[config.mk]
export PLATFORM = sky130hd
export DESIGN_NAME = mem_arbiter_flat
export DESIGN_NICKNAME = d
export VERILOG_FILES = /design/src/rtl/mem_arbiter_if.sv /design/src/rtl/mem_arbiter.sv /design/src/flat_wrapper.sv
export SDC_FILE = /design/constraint.sdc
export NUM_CORES = 1
export LEC_CHECK = 0
export BUFFER_PORTS_ARGS = -buffer_cell sky130_fd_sc_hd__buf_2
export CAP_MARGIN = 40
export CORE_MARGIN = 2
export CORE_UTILIZATION = 47
export DETAILED_ROUTE_END_ITERATION = 6
export PLACE_DENSITY = 0.79
export REMOVE_ABC_BUFFERS = 1
export SLEW_MARGIN = 10
export SYNTH_ARGS = -nofsm -noshare
export SYNTH_HDL_FRONTEND = slang
export SYNTH_SLANG_ARGS = --single-unit
[constraint.sdc]
create_clock -name clk -period 2.5 [get_ports clk]
set_input_delay 0.625 -clock clk [delete_from_list [all_inputs] [get_ports clk]]
set_output_delay 0.625 -clock clk [all_outputs]
set_load 0.02 [all_outputs]
[src/rtl/mem_arbiter_if.sv]
// Requester, memory and status signals of the two-port memory arbiter.
// master = requesters/memory side, slave = arbiter side.
interface mem_arbiter_if #(
  parameter int ADDR_WIDTH = 6,
  parameter int DATA_WIDTH = 16
);
  logic                  req0;
  logic                  we0;
  logic [ADDR_WIDTH-1:0] addr0;
  logic [DATA_WIDTH-1:0] wdata0;
  logic                  ack0;
  logic [DATA_WIDTH-1:0] rdata0;
  logic                  req1;
  logic                  we1;
  logic [ADDR_WIDTH-1:0] addr1;
  logic [DATA_WIDTH-1:0] wdata1;
  logic                  ack1;
  logic [DATA_WIDTH-1:0] rdata1;
  logic                  mem_we;
  logic [ADDR_WIDTH-1:0] mem_addr;
  logic [DATA_WIDTH-1:0] mem_data;
  logic [DATA_WIDTH-1:0] mem_out;
  logic                  busy;
  logic                  owner;

  modport master (
    output req0, we0, addr0, wdata0,
    output req1, we1, addr1, wdata1,
    output mem_out,
    input  ack0, rdata0, ack1, rdata1,
    input  mem_we, mem_addr, mem_data,
    input  busy, owner
  );

  modport slave (
    input  req0, we0, addr0, wdata0,
    input  req1, we1, addr1, wdata1,
    input  mem_out,
    output ack0, rdata0, ack1, rdata1,
    output mem_we, mem_addr, mem_data,
    output busy, owner
  );
endinterface

[src/rtl/mem_arbiter.sv]
// Two-port round-robin sequencer for one single-port sync memory.
// MEM_ARBITER_FIXED_PRIO_EN selects fixed priority for requester 0.
module mem_arbiter #(
  parameter int ADDR_WIDTH = 6,
  parameter int DATA_WIDTH = 16
) (
  input  logic         clk,
  input  logic         rst_n,
  mem_arbiter_if.slave bus
);
  localparam logic [1:0] IDLE   = 2'd0;
  localparam logic [1:0] ACCESS = 2'd1;
  localparam logic [1:0] WAIT   = 2'd2;
  localparam logic [1:0] RESP   = 2'd3;

  logic [1:0]            state_q, state_d;
  logic                  sel_q, sel_d;
  logic                  we_q, we_d;
  logic                  owner_q, owner_d;
  logic [ADDR_WIDTH-1:0] addr_q, addr_d;
  logic [DATA_WIDTH-1:0] wdata_q, wdata_d;
  logic [DATA_WIDTH-1:0] rdata0_q, rdata0_d;
  logic [DATA_WIDTH-1:0] rdata1_q, rdata1_d;
  logic                  idle_go, idle_pick;
  logic                  resp_go, resp_pick;
  logic                  go, pick;

  always_comb begin
    idle_go = bus.req0 | bus.req1;
`ifdef MEM_ARBITER_FIXED_PRIO_EN
    idle_pick = ~bus.req0;
    resp_go   = bus.req0 | bus.req1;
    resp_pick = ~bus.req0;
`else
    idle_pick = (bus.req0 & bus.req1) ? ~owner_q : bus.req1;
    // the requester just served sits out the RESP arbitration
    resp_go   = sel_q ? bus.req0 : bus.req1;
    resp_pick = ~sel_q;
`endif
  end

  always_comb begin
    state_d  = state_q;
    sel_d    = sel_q;
    we_d     = we_q;
    owner_d  = owner_q;
    addr_d   = addr_q;
    wdata_d  = wdata_q;
    rdata0_d = rdata0_q;
    rdata1_d = rdata1_q;
    go       = 1'b0;
    pick     = 1'b0;
    unique case (state_q)
      IDLE: begin
        go   = idle_go;
        pick = idle_pick;
      end
      ACCESS: state_d = WAIT;
      WAIT: begin
        state_d = RESP;
        if (!we_q) begin
          if (sel_q) rdata1_d = bus.mem_out;
          else       rdata0_d = bus.mem_out;
        end
      end
      RESP: begin
        state_d = IDLE;
        go      = resp_go;
        pick    = resp_pick;
      end
      default: state_d = IDLE;
    endcase
    if (go) begin
      state_d = ACCESS;
      sel_d   = pick;
      owner_d = pick;
      we_d    = pick ? bus.we1    : bus.we0;
      addr_d  = pick ? bus.addr1  : bus.addr0;
      wdata_d = pick ? bus.wdata1 : bus.wdata0;
    end
  end

  always_ff @(posedge clk or negedge rst_n) begin
    if (!rst_n) begin
      state_q  <= IDLE;
      sel_q    <= 1'b0;
      we_q     <= 1'b0;
      owner_q  <= 1'b1;
      addr_q   <= '0;
      wdata_q  <= '0;
      rdata0_q <= '0;
      rdata1_q <= '0;
    end else begin
      state_q  <= state_d;
      sel_q    <= sel_d;
      we_q     <= we_d;
      owner_q  <= owner_d;
      addr_q   <= addr_d;
      wdata_q  <= wdata_d;
      rdata0_q <= rdata0_d;
      rdata1_q <= rdata1_d;
    end
  end

  // mem_we decodes from state so reset kills it at once
  assign bus.mem_we   = (state_q == ACCESS) & we_q;
  assign bus.mem_addr = addr_q;
  assign bus.mem_data = wdata_q;
  assign bus.ack0     = (state_q == RESP) & ~sel_q;
  assign bus.ack1     = (state_q == RESP) & sel_q;
  assign bus.rdata0   = rdata0_q;
  assign bus.rdata1   = rdata1_q;
  assign bus.busy     = (state_q != IDLE);
  assign bus.owner    = owner_q;
endmodule

[src/flat_wrapper.sv]
// flat-port wrapper written by rule: the top's interface ports become plain ports
module mem_arbiter_flat 
#(
  parameter int ADDR_WIDTH = 6,
  parameter int DATA_WIDTH = 16
)
  (clk, rst_n, bus_req0, bus_we0, bus_addr0, bus_wdata0, bus_req1, bus_we1, bus_addr1, bus_wdata1, bus_mem_out, bus_ack0, bus_rdata0, bus_ack1, bus_rdata1, bus_mem_we, bus_mem_addr, bus_mem_data, bus_busy, bus_owner);
  mem_arbiter_if #(.ADDR_WIDTH(ADDR_WIDTH), .DATA_WIDTH(DATA_WIDTH)) bus_i ();
  input  logic clk;
  input  logic rst_n;
  input wire logic [$bits(bus_i.req0)-1:0] bus_req0;
  input wire logic [$bits(bus_i.we0)-1:0] bus_we0;
  input wire logic [$bits(bus_i.addr0)-1:0] bus_addr0;
  input wire logic [$bits(bus_i.wdata0)-1:0] bus_wdata0;
  input wire logic [$bits(bus_i.req1)-1:0] bus_req1;
  input wire logic [$bits(bus_i.we1)-1:0] bus_we1;
  input wire logic [$bits(bus_i.addr1)-1:0] bus_addr1;
  input wire logic [$bits(bus_i.wdata1)-1:0] bus_wdata1;
  input wire logic [$bits(bus_i.mem_out)-1:0] bus_mem_out;
  output wire logic [$bits(bus_i.ack0)-1:0] bus_ack0;
  output wire logic [$bits(bus_i.rdata0)-1:0] bus_rdata0;
  output wire logic [$bits(bus_i.ack1)-1:0] bus_ack1;
  output wire logic [$bits(bus_i.rdata1)-1:0] bus_rdata1;
  output wire logic [$bits(bus_i.mem_we)-1:0] bus_mem_we;
  output wire logic [$bits(bus_i.mem_addr)-1:0] bus_mem_addr;
  output wire logic [$bits(bus_i.mem_data)-1:0] bus_mem_data;
  output wire logic [$bits(bus_i.busy)-1:0] bus_busy;
  output wire logic [$bits(bus_i.owner)-1:0] bus_owner;
  assign bus_i.req0 = bus_req0;
  assign bus_i.we0 = bus_we0;
  assign bus_i.addr0 = bus_addr0;
  assign bus_i.wdata0 = bus_wdata0;
  assign bus_i.req1 = bus_req1;
  assign bus_i.we1 = bus_we1;
  assign bus_i.addr1 = bus_addr1;
  assign bus_i.wdata1 = bus_wdata1;
  assign bus_i.mem_out = bus_mem_out;
  assign bus_ack0 = bus_i.ack0;
  assign bus_rdata0 = bus_i.rdata0;
  assign bus_ack1 = bus_i.ack1;
  assign bus_rdata1 = bus_i.rdata1;
  assign bus_mem_we = bus_i.mem_we;
  assign bus_mem_addr = bus_i.mem_addr;
  assign bus_mem_data = bus_i.mem_data;
  assign bus_busy = bus_i.busy;
  assign bus_owner = bus_i.owner;
  mem_arbiter #(.ADDR_WIDTH(ADDR_WIDTH), .DATA_WIDTH(DATA_WIDTH)) u_core (.clk(clk), .rst_n(rst_n), .bus(bus_i));
endmodule
==> flow_metrics.py, run 1 <==
metrics = {
    "pwr": {
        "leakage_nw": 1.92,
        "power_density_nw_per_um2": 1490,
        "ir_drop_mv": 0.666,
    },
    "drt": {
        "wl_per_cell_um": 14.1,
        "vias": 1887,
        "firstDrtPassIters": 4,
        "drc": 0,
        "drt_iter0_markers": 55,
        "drtAntennaViolNets": 0,
        "drt_wl_total_mm": 5.54,
        "via_per_inst": 4.81,
    },
    "timing": {
        "rsz0062_at_grt": "false",
        "worst_slew_pin_slew_ns": 0.496,
        "period_minus_slack_ns": 2.07,
        "tns_ns": 0,
        "fin_crit_sh_pct": 82.8,
        "clock_skew_ns": 0.00725,
        "hold_viol": 0,
        "setup_viol_count_final": 0,
        "fmax_ghz": 0.483,
        "maxSlewViolCount": 0,
        "timing.final.ws_setup_ns": 0.431,
        "slew_headroom_pct": 67.0,
    },
    "status": {
        "status": "complete, no violations",
    },
    "yosys": {
        "yosysSeqAreaShare_pct": 51.9,
        "yosys.area_share.adder_pct": 3.08,
        "muxShareOfSynthArea_pct": 36.3,
        "synth_area_um2": 2850,
        "synthTopCellsByArea": "dfrtp_1 51%, mux2_4 19%, mux2_2 17%",
        "synth-seq-cells": 59,
        "ys.flop_type": "dfrtp_1",
        "synth_compound_area_share_pct": 3.21,
        "synth_area_leader_cell": "dfrtp_1",
        "yosys_warnings": 0,
        "synth_edf_count": 0,
        "synthArstFlopShare_pct": 100,
        "yosysUniqueCellTypes": 25,
        "synth-simple-area-share_pct": 2.46,
        "synth_top_area_share_pct": 51.0,
        "avgSynthCellArea_um2": 16.0,
        "synth_top_family_by_area": "multiplexers",
        "synthCells": 178,
        "synth_xor_area_share_pct": 0,
    },
    "worst_setup_path": {
        "r2r_cells": 6,
        "cp_max_fo": 6,
        "setup.worst_path.class": "register to output pin",
        "required_ns": 1.88,
        "end_kind": "output pin",
        "worst-r2r-setup-slack_ns": 0.47,
        "regToRegEndpoint": "u_core.bus.mem_data[9]",
        "crit_arrival_ns": 1.44,
        "worst_r2r_startpoint": "u_core.state_q[1]",
        "startpoint_type": "register",
    },
    "floorplan": {
        "core_um2": 5890,
        "chipWidth_um": 81.8,
        "die_y_um": 81.8,
        "dieArea_um2": 6700,
        "ios": 125,
        "start_util_pct": 48.4,
        "num_rows": 28,
    },
    "placement": {
        "hpwl_mm": 4.20,
        "place_congestion": 0.844,
        "dp_slack_ns": 0.425,
        "io_buffers": 124,
    },
    "cts": {
        "clk_pin_slew_worst_paths_ns": 0.07,
        "cts_tree": "done",
        "post_cts_buffers": 0,
        "htreeDepth": 3,
        "ctsResizeCount": 0,
        "clock_sinks": 59,
        "hold_buffers": 0,
        "root_buffer": "clkbuf_8",
        "cts.path.max_buffers": 2,
        "numCtsBuffers": 9,
        "clock_latency_ns": 0.33,
    },
    "final_layout": {
        "area_growth_pct": 33.0,
        "nNetsFinal": 385,
        "diodes": 0,
        "drive_above_1_share_pct": 72.9,
    },
    "global_route": {
        "grt_first_pass_wirelength_mm": 8.47,
        "grt_max_degree": 26,
        "grt_antenna_before_repair": 0,
        "grt-ovfl-total": 0,
        "grt_pass1_vias": 1809,
        "grt.total_usage_pct": 17.1,
    },
    "hold_path": {
        "hp-class": "input port to asynchronous set/reset pin",
    },
    "flow_run": {
        "drv_cap": 0,
    },
}
routing by layer:
| layer | track usage [%] | vias to the layer above | share of wire [%] |
|---|---|---|---|
| li1 | - | 901 | - |
| met1 | 23.3 | 871 | 48 |
| met2 | 24.4 | 107 | 41 |
| met3 | 5.49 | 8 | 10 |
| met4 | 8.50 | 0 | 1.6 |
| met5 | 0 | - | 0 |
how the worst max path moves through the flow:
stage | start | slack (ns) | end
final | u_core.state_q[1] | 0.43 | bus_ack0
after detailed placement | bus_req0 | 0.43 | u_core.bus.mem_data[9]
after CTS | u_core.state_q[1] | 0.41 | bus_ack0
after global routing | u_core.state_q[1] | 0.32 | bus_ack0
after floorplan | u_core.state_q[1] | 0.23 | u_core.bus.mem_data[5]
after global placement | bus_req0 | 0.51 | u_core.bus.mem_data[5]
cells in the final DEF, fill, tap and decap left out, drive strengths merged:
cell type,instances
a31oi,1
nand3,2
ha,7
mux2,78
nand2b,1
dfstp,1
nor2,1
nor2b,1
bufinv,1
nor3b,1
and2,2
buf,130
nand3b,1
nand2,1
o21a,2
o22ai,1
dfrtp,58
o21ai,4
mux2i,2
inv,5
clkinv,2
clkinvlp,1
a21oi,2
clkbuf,12
sequential cells by signal, indices dropped and copies added, names as in the netlist:
register	cells
u_core.bus.mem_addr	6
u_core.bus.mem_data	16
u_core.bus.owner	1
u_core.bus.rdata0	16
u_core.bus.rdata1	16
u_core.sel_q	1
u_core.state_q	2
u_core.we_q	1
cell usage after synthesis (2+ instances only):
cell type and number:
dfrtp_1 58, mux2_2 42, mux2_4 36, ha_1 7, buf_6 5, inv_1 5, and2_1 2, mux2i_1 2
nand3_1 2, o21a_1 2, o21ai_0 2, o21ai_2 2
through the flow:
stage               utilization, %  hold slack, ns  instances  power (mW)  area [um2]
finish                        64.4           0.256        392        5.65        3790
floorplan                        -           0.329        171        3.89        2780
global route                  64.4           0.287        392        6.01        3790
CTS                           64.4           0.259        392        5.72        3790
detailed placement            60.8           0.487        376        4.81        3580
global placement              60.8           0.468        376        4.72        3580
cells by family (layout without fill, tap and decap cells):
family	count (synthesis)	after routing
DFF	59	59
buffers and inverters	12	151
muxes	80	80
adders and majority gates	7	7
AOI/OAI and AO/OA	10	10
and+or+nand+nor	10	10
power by group:
group / internal (mW) / switching, mW / total [mW]
Sequential: 1.47 / 0.286 / 1.75
Clock: 0.538 / 0.362 / 0.900
Combinational: 1.52 / 1.48 / 3.00
worst max-delay path, stage by stage (launching register included):
cell     delay (ns)
dfrtp_1        0.44
ha_1           0.26
nor2b_4        0.23
buf_2          0.19
layout make-up:
cell class	instances	area [um2]
multi-input combinational	107	1280
tap	75	93.8
clock buffer	12	165
timing repair buffer	130	703
sequential	59	1480
fill	442	2100
clock inverter	4	47.5
inverter	5	18.8
(Power assumes the default switching activity.)
==> inputs of run 2 (changes only) <==
--- a/config.mk
+++ b/config.mk
@@ -8,9 +8,9 @@
 export BUFFER_PORTS_ARGS = -buffer_cell sky130_fd_sc_hd__buf_2
 export CAP_MARGIN = 40
 export CORE_MARGIN = 2
-export CORE_UTILIZATION = 47
+export CORE_UTILIZATION = 43
 export DETAILED_ROUTE_END_ITERATION = 6
-export PLACE_DENSITY = 0.79
+export PLACE_DENSITY = 0.77
 export REMOVE_ABC_BUFFERS = 1
 export SLEW_MARGIN = 10
 export SYNTH_ARGS = -nofsm -noshare
==> constraint.sdc (replaced) <==
create_clock -name clk -period 1.9 [get_ports clk]
set_input_delay 0.475 -clock clk [delete_from_list [all_inputs] [get_ports clk]]
set_output_delay 0.475 -clock clk [all_outputs]
set_load 0.02 [all_outputs]
==> run 2 against run 1 <==
Net effect: sequential cell count unchanged; core utilization shrank 3.3 points; die area rose by 8.8%; clock-buffer cell count decreased by 3; hold slack worse by 0.15 ns; final area is 2.9% higher; via count grew 2.4%; non-clock buffer count rose by 7; first-iteration DRC count fell by 51%; sequential share of layout area fell by 1.1 points; global-route usage is 0.40 points lower; largest cell class unchanged; largest power group unchanged.
==> flow_metrics.py, run 2 (same netlist as run 1, synthesis figures left out) <==
metrics = {
    "timing": {
        "tns_ns": 0,
        "slew_headroom_pct": 65.6,
        "fin_crit_sh_pct": 99.4,
        "fmax_ghz": 0.530,
        "worst_slew_pin_slew_ns": 0.516,
        "hold_slack_ns": 0.105,
        "maxSlewViolCount": 0,
        "period_minus_slack_ns": 1.89,
        "clock_skew_ns": 0.00895,
        "hold_viol": 0,
        "rsz0062_at_grt": "true",
        "setup_viol_count_final": 0,
    },
    "cts": {
        "clock_latency_ns": 0.34,
        "clock_sinks": 59,
        "hold_buffers": 0,
        "clk_pin_slew_worst_paths_ns": 0.07,
        "cts.path.max_buffers": 2,
        "htreeDepth": 3,
        "numCtsBuffers": 9,
        "cts_tree": "done",
        "root_buffer": "clkbuf_8",
    },
    "pwr": {
        "leakage_nw": 1.96,
        "power_density_nw_per_um2": 1970,
        "ir_drop_mv": 1.11,
    },
    "drt": {
        "vias": 1933,
        "drtAntennaViolNets": 0,
        "via_per_inst": 4.82,
        "drc": 0,
        "drt_iter0_markers": 27,
        "drt_wl_total_mm": 5.83,
        "firstDrtPassIters": 4,
        "wl_per_cell_um": 14.5,
    },
    "placement": {
        "hpwl_mm": 4.44,
        "io_buffers": 124,
        "place_congestion": 0.703,
    },
    "floorplan": {
        "num_rows": 29,
        "ios": 125,
        "start_util_pct": 44.6,
        "chipWidth_um": 85.4,
        "dieArea_um2": 7290,
        "core_um2": 6390,
        "die_y_um": 85.4,
    },
    "final_layout": {
        "drive_above_1_share_pct": 74.4,
        "diodes": 0,
        "nNetsFinal": 392,
        "final_common_cell": "buf_2",
        "final_cell_mix": "122 x buf_2, 58 x dfrtp_1, 41 x mux2_2",
        "area_growth_pct": 37.0,
    },
    "global_route": {
        "grt_pass1_vias": 1954,
        "grt-ovfl-total": 0,
        "grt_max_degree": 28,
        "grt.total_usage_pct": 16.7,
        "grt_antenna_before_repair": 0,
        "grt_first_pass_wirelength_mm": 9.36,
    },
    "worst_setup_path": {
        "setup.worst_path.start": "u_core.state_q[1]",
        "slowest_delay_ns": 0.42,
        "end_kind": "register",
        "startpoint_type": "register",
        "crit_arrival_ns": 2.11,
        "worst-r2r-setup-slack_ns": 0.01,
        "crit_family": "multiplexers",
        "worst_r2r_startpoint": "u_core.state_q[1]",
        "cp_num_buf_inv": 1,
        "path_cells": "ha_2, nor2b_4, a31oi_4, buf_12, mux2_2, mux2_2",
        "cp_max_fo": 25,
        "path_common_cell": "mux2_2",
        "setup.worst_path.class": "register to register",
        "required_ns": 2.12,
        "crit_slowest_cell": "dfrtp_1",
    },
    "hold_path": {
        "hp-class": "input port to asynchronous set/reset pin",
    },
    "status": {
        "status": "complete, no violations",
    },
    "flow_run": {
        "drv_cap": 0,
    },
}
run 2: cell types whose count changed in the layout (fill, tap and decap cells not counted), moves of 2 or more:
cell,change
buf_4,+4
buf_6,+3
clkbuf_8,-3
buf_12,+2
buf_2,-2
clkinvlp_4,+2
ha_1,-2
ha_2,+2
run 2: final cells by class:
cell class | instances | area [um2]
multi-input combinational | 107 | 1290
inverter | 5 | 18.8
clock inverter | 7 | 92.6
fill | 516 | 2490
clock buffer | 9 | 124
timing repair buffer | 137 | 797
sequential | 59 | 1480
tap | 77 | 96.3
run 2: timing repair:
| action | in CTS | in global routing |
|---|---|---|
| pin swaps | 1 | 0 |
| buffers inserted | 0 | 1 |
| resized for setup | 3 | 6 |
| endpoints found under the setup margin | 7 | 25 |
run 2: worst paths after layout:
kind	to	cells after the start
max in group asynchronous	u_core.bus.rdata0[8]	2
min reg2reg	u_core.bus.owner	2
max reg2reg	u_core.bus.mem_data[6]	6
max	u_core.bus.mem_data[6]	6
min	u_core.bus.mem_data[5]	1
min in group clk	u_core.bus.rdata0[0]	2
run 2: metrics by stage:
step	worst slack, ns	power, mW	instance area (um2)	cells	util (%)
global route	-0.0543	8.13	3900	401	61.1
detailed placement	-0.00891	6.45	3650	384	57.1
global placement	0.0335	6.32	3650	384	57.1
floorplan	-0.369	5.12	2780	171	-
CTS	0.00541	7.72	3870	400	60.7
finish	0.0116	7.69	3900	401	61.1
run 2: power breakdown:
part           internal, mW  switching (mW)
sequential             1.93           0.368
combinational          2.13            2.01
clock                 0.732           0.512
run 2: metal layers:
metal / up-vias / global-route usage, % / share of wire, %
met4: 0 / 7.79 / 1.5
met1: 898 / 20.4 / 43
li1: 913 / - / -
met5: - / 0 / 0
met3: 9 / 5.84 / 10
met2: 113 / 26.4 / 45
==> inputs of run 3 (changes only) <==
--- a/config.mk
+++ b/config.mk
@@ -6,10 +6,10 @@
 export NUM_CORES = 1
 export LEC_CHECK = 0
 export BUFFER_PORTS_ARGS = -buffer_cell sky130_fd_sc_hd__buf_2
-export CAP_MARGIN = 40
 export CORE_MARGIN = 2
 export CORE_UTILIZATION = 43
 export DETAILED_ROUTE_END_ITERATION = 6
+export HOLD_SLACK_MARGIN = 0.08
 export PLACE_DENSITY = 0.77
 export REMOVE_ABC_BUFFERS = 1
 export SLEW_MARGIN = 10
==> constraint.sdc (replaced) <==
create_clock -name clk -period 1.9 [get_ports clk]
set_input_delay 0.475 -clock clk [delete_from_list [all_inputs] [get_ports clk]]
set_output_delay 0.475 -clock clk [all_outputs]
set_load 0.005 [all_outputs]
==> run 3 against run 2 <==
Net effect: clock-buffer cell count unchanged; core utilization fell by 0.31 points; routed wire length fell by 0.87%; first-iteration DRC count is 11% lower; largest power group unchanged.
==> flow_metrics.py, run 3 (same netlist as run 1, synthesis figures left out) <==
metrics = {
    "status": {
        "status": "complete, no violations",
    },
    "cts": {
        "cts_tree": "done",
        "cts.path.max_buffers": 2,
        "clock_latency_ns": 0.34,
        "numCtsBuffers": 9,
        "htreeDepth": 3,
        "clk_pin_slew_worst_paths_ns": 0.07,
        "clock_sinks": 59,
        "root_buffer": "clkbuf_8",
    },
    "drt": {
        "firstDrtPassIters": 4,
        "wl_per_cell_um": 14.5,
        "drtAntennaViolNets": 0,
        "drt_wl_total_mm": 5.78,
        "drc": 0,
        "vias": 1933,
        "drt_iter0_markers": 24,
        "via_per_inst": 4.83,
    },
    "timing": {
        "period_minus_slack_ns": 1.88,
        "clock_skew_ns": 0.00868,
        "hold_viol": 0,
        "setup_viol_count_final": 0,
        "fmax_ghz": 0.531,
        "hold_slack_ns": 0.105,
        "worst_slew_pin_slew_ns": 0.516,
        "rsz0062_at_grt": "true",
        "tns_ns": 0,
        "slew_headroom_pct": 65.6,
        "maxSlewViolCount": 0,
        "fin_crit_sh_pct": 99.2,
    },
    "floorplan": {
        "core_um2": 6390,
        "num_rows": 29,
        "ios": 125,
        "chipWidth_um": 85.4,
        "start_util_pct": 44.6,
        "die_y_um": 85.4,
        "dieArea_um2": 7290,
    },
    "final_layout": {
        "area_growth_pct": 36.2,
        "final_common_cell": "buf_2",
        "fillers": 519,
        "fin_cells": 400,
        "drive_above_1_share_pct": 74.3,
        "final_cell_mix": "124 x buf_2, 58 x dfrtp_1, 41 x mux2_2",
        "diodes": 0,
        "nNetsFinal": 391,
    },
    "global_route": {
        "grt_first_pass_wirelength_mm": 9.33,
        "grt.total_usage_pct": 16.6,
        "grt_antenna_before_repair": 0,
        "grt_max_degree": 28,
        "grt_pass1_vias": 1957,
        "grt-ovfl-total": 0,
    },
    "worst_setup_path": {
        "worst-r2r-setup-slack_ns": 0.02,
        "cp_max_fo": 25,
        "r2r_cells": 6,
        "setup.worst_path.start": "u_core.state_q[0]",
        "crit_arrival_ns": 2.11,
        "end_kind": "register",
        "worst_r2r_startpoint": "u_core.state_q[0]",
        "regToRegEndpoint": "u_core.bus.mem_data[6]",
        "startpoint_type": "register",
        "required_ns": 2.12,
        "setup.worst_path.class": "register to register",
    },
    "pwr": {
        "power_density_nw_per_um2": 1770,
        "leakage_nw": 1.96,
        "ir_drop_mv": 0.967,
    },
    "placement": {
        "placed_cells": 384,
        "hpwl_mm": 4.44,
        "io_buffers": 124,
        "place_congestion": 0.703,
    },
    "flow_run": {
        "drv_cap": 0,
    },
    "hold_path": {
        "hp-class": "input port to asynchronous set/reset pin",
    },
}
[run 3: cell count changes in the layout (fill, tap and decap cells not counted)]
cell	change
buf_6	-2
buf_2	+2
buf_4	-1
[run 3: routing by layer]
metal | track usage, % | routed length, um
met1 | 20.1 | 2480
met2 | 26.4 | 2640
met3 | 6.03 | 580
met4 | 7.79 | 87
met5 | 0 | 0
[run 3: power breakdown]
part | internal [mW] | switching, mW | total [mW]
Sequential | 1.93 | 0.367 | 2.30
Combinational | 2.08 | 1.26 | 3.35
Clock | 0.732 | 0.512 | 1.24
Total | 4.74 | 2.14 | 6.89
[run 3: metrics by stage]
| step | area, um2 | power (mW) | worst slack (ns) | utilization [%] |
|---|---|---|---|---|
| 3_3_place_gp | 3650 | 5.56 | 0.0335 | 57.1 |
| 4_1_cts | 3870 | 6.96 | 0.00896 | 60.6 |
| 3_5_place_dp | 3650 | 5.69 | -0.00891 | 57.1 |
| 6_report | 3880 | 6.89 | 0.0155 | 60.8 |
| 5_1_grt | 3880 | 7.34 | -0.0530 | 60.8 |
| 2_1_floorplan | 2780 | 4.39 | -0.344 | - |
[run 3: what timing repair did]
item	CTS	global route
hold buffers	0	0
setup endpoints to repair	5	25
cloned	0	0
gates resized for setup	1	4
buffers inserted	0	0
[run 3: worst max-delay path by stage]
stage	cells after the start	endpoint
after floorplan	5	u_core.bus.mem_data[5]
after global placement	6	u_core.bus.mem_data[5]
after detailed placement	6	u_core.bus.mem_data[7]
after CTS	6	u_core.bus.mem_data[7]
after global routing	6	u_core.bus.mem_data[8]
final	6	u_core.bus.mem_data[6]
[run 3: worst max-delay path, stage by stage (launching register included)]
cell and delay, ns:
dfrtp_1 0.42, ha_2 0.20, nor2b_4 0.13, a31oi_4 0.17, buf_12 0.22, mux2_2 0.35
mux2_2 0.26
[run 3: layout make-up]
class                   instances  area [um2]  share of cell area [%]
clock buffers                   9         124                    3.19
clock inverters                 7        92.6                    2.39
inverters                       5        18.8                   0.484
multi-input cells             107        1290                    33.3
flip-flops and latches         59        1480                    38.1
well taps                      77        96.3                    2.48
repair buffers                136         777                    20.0
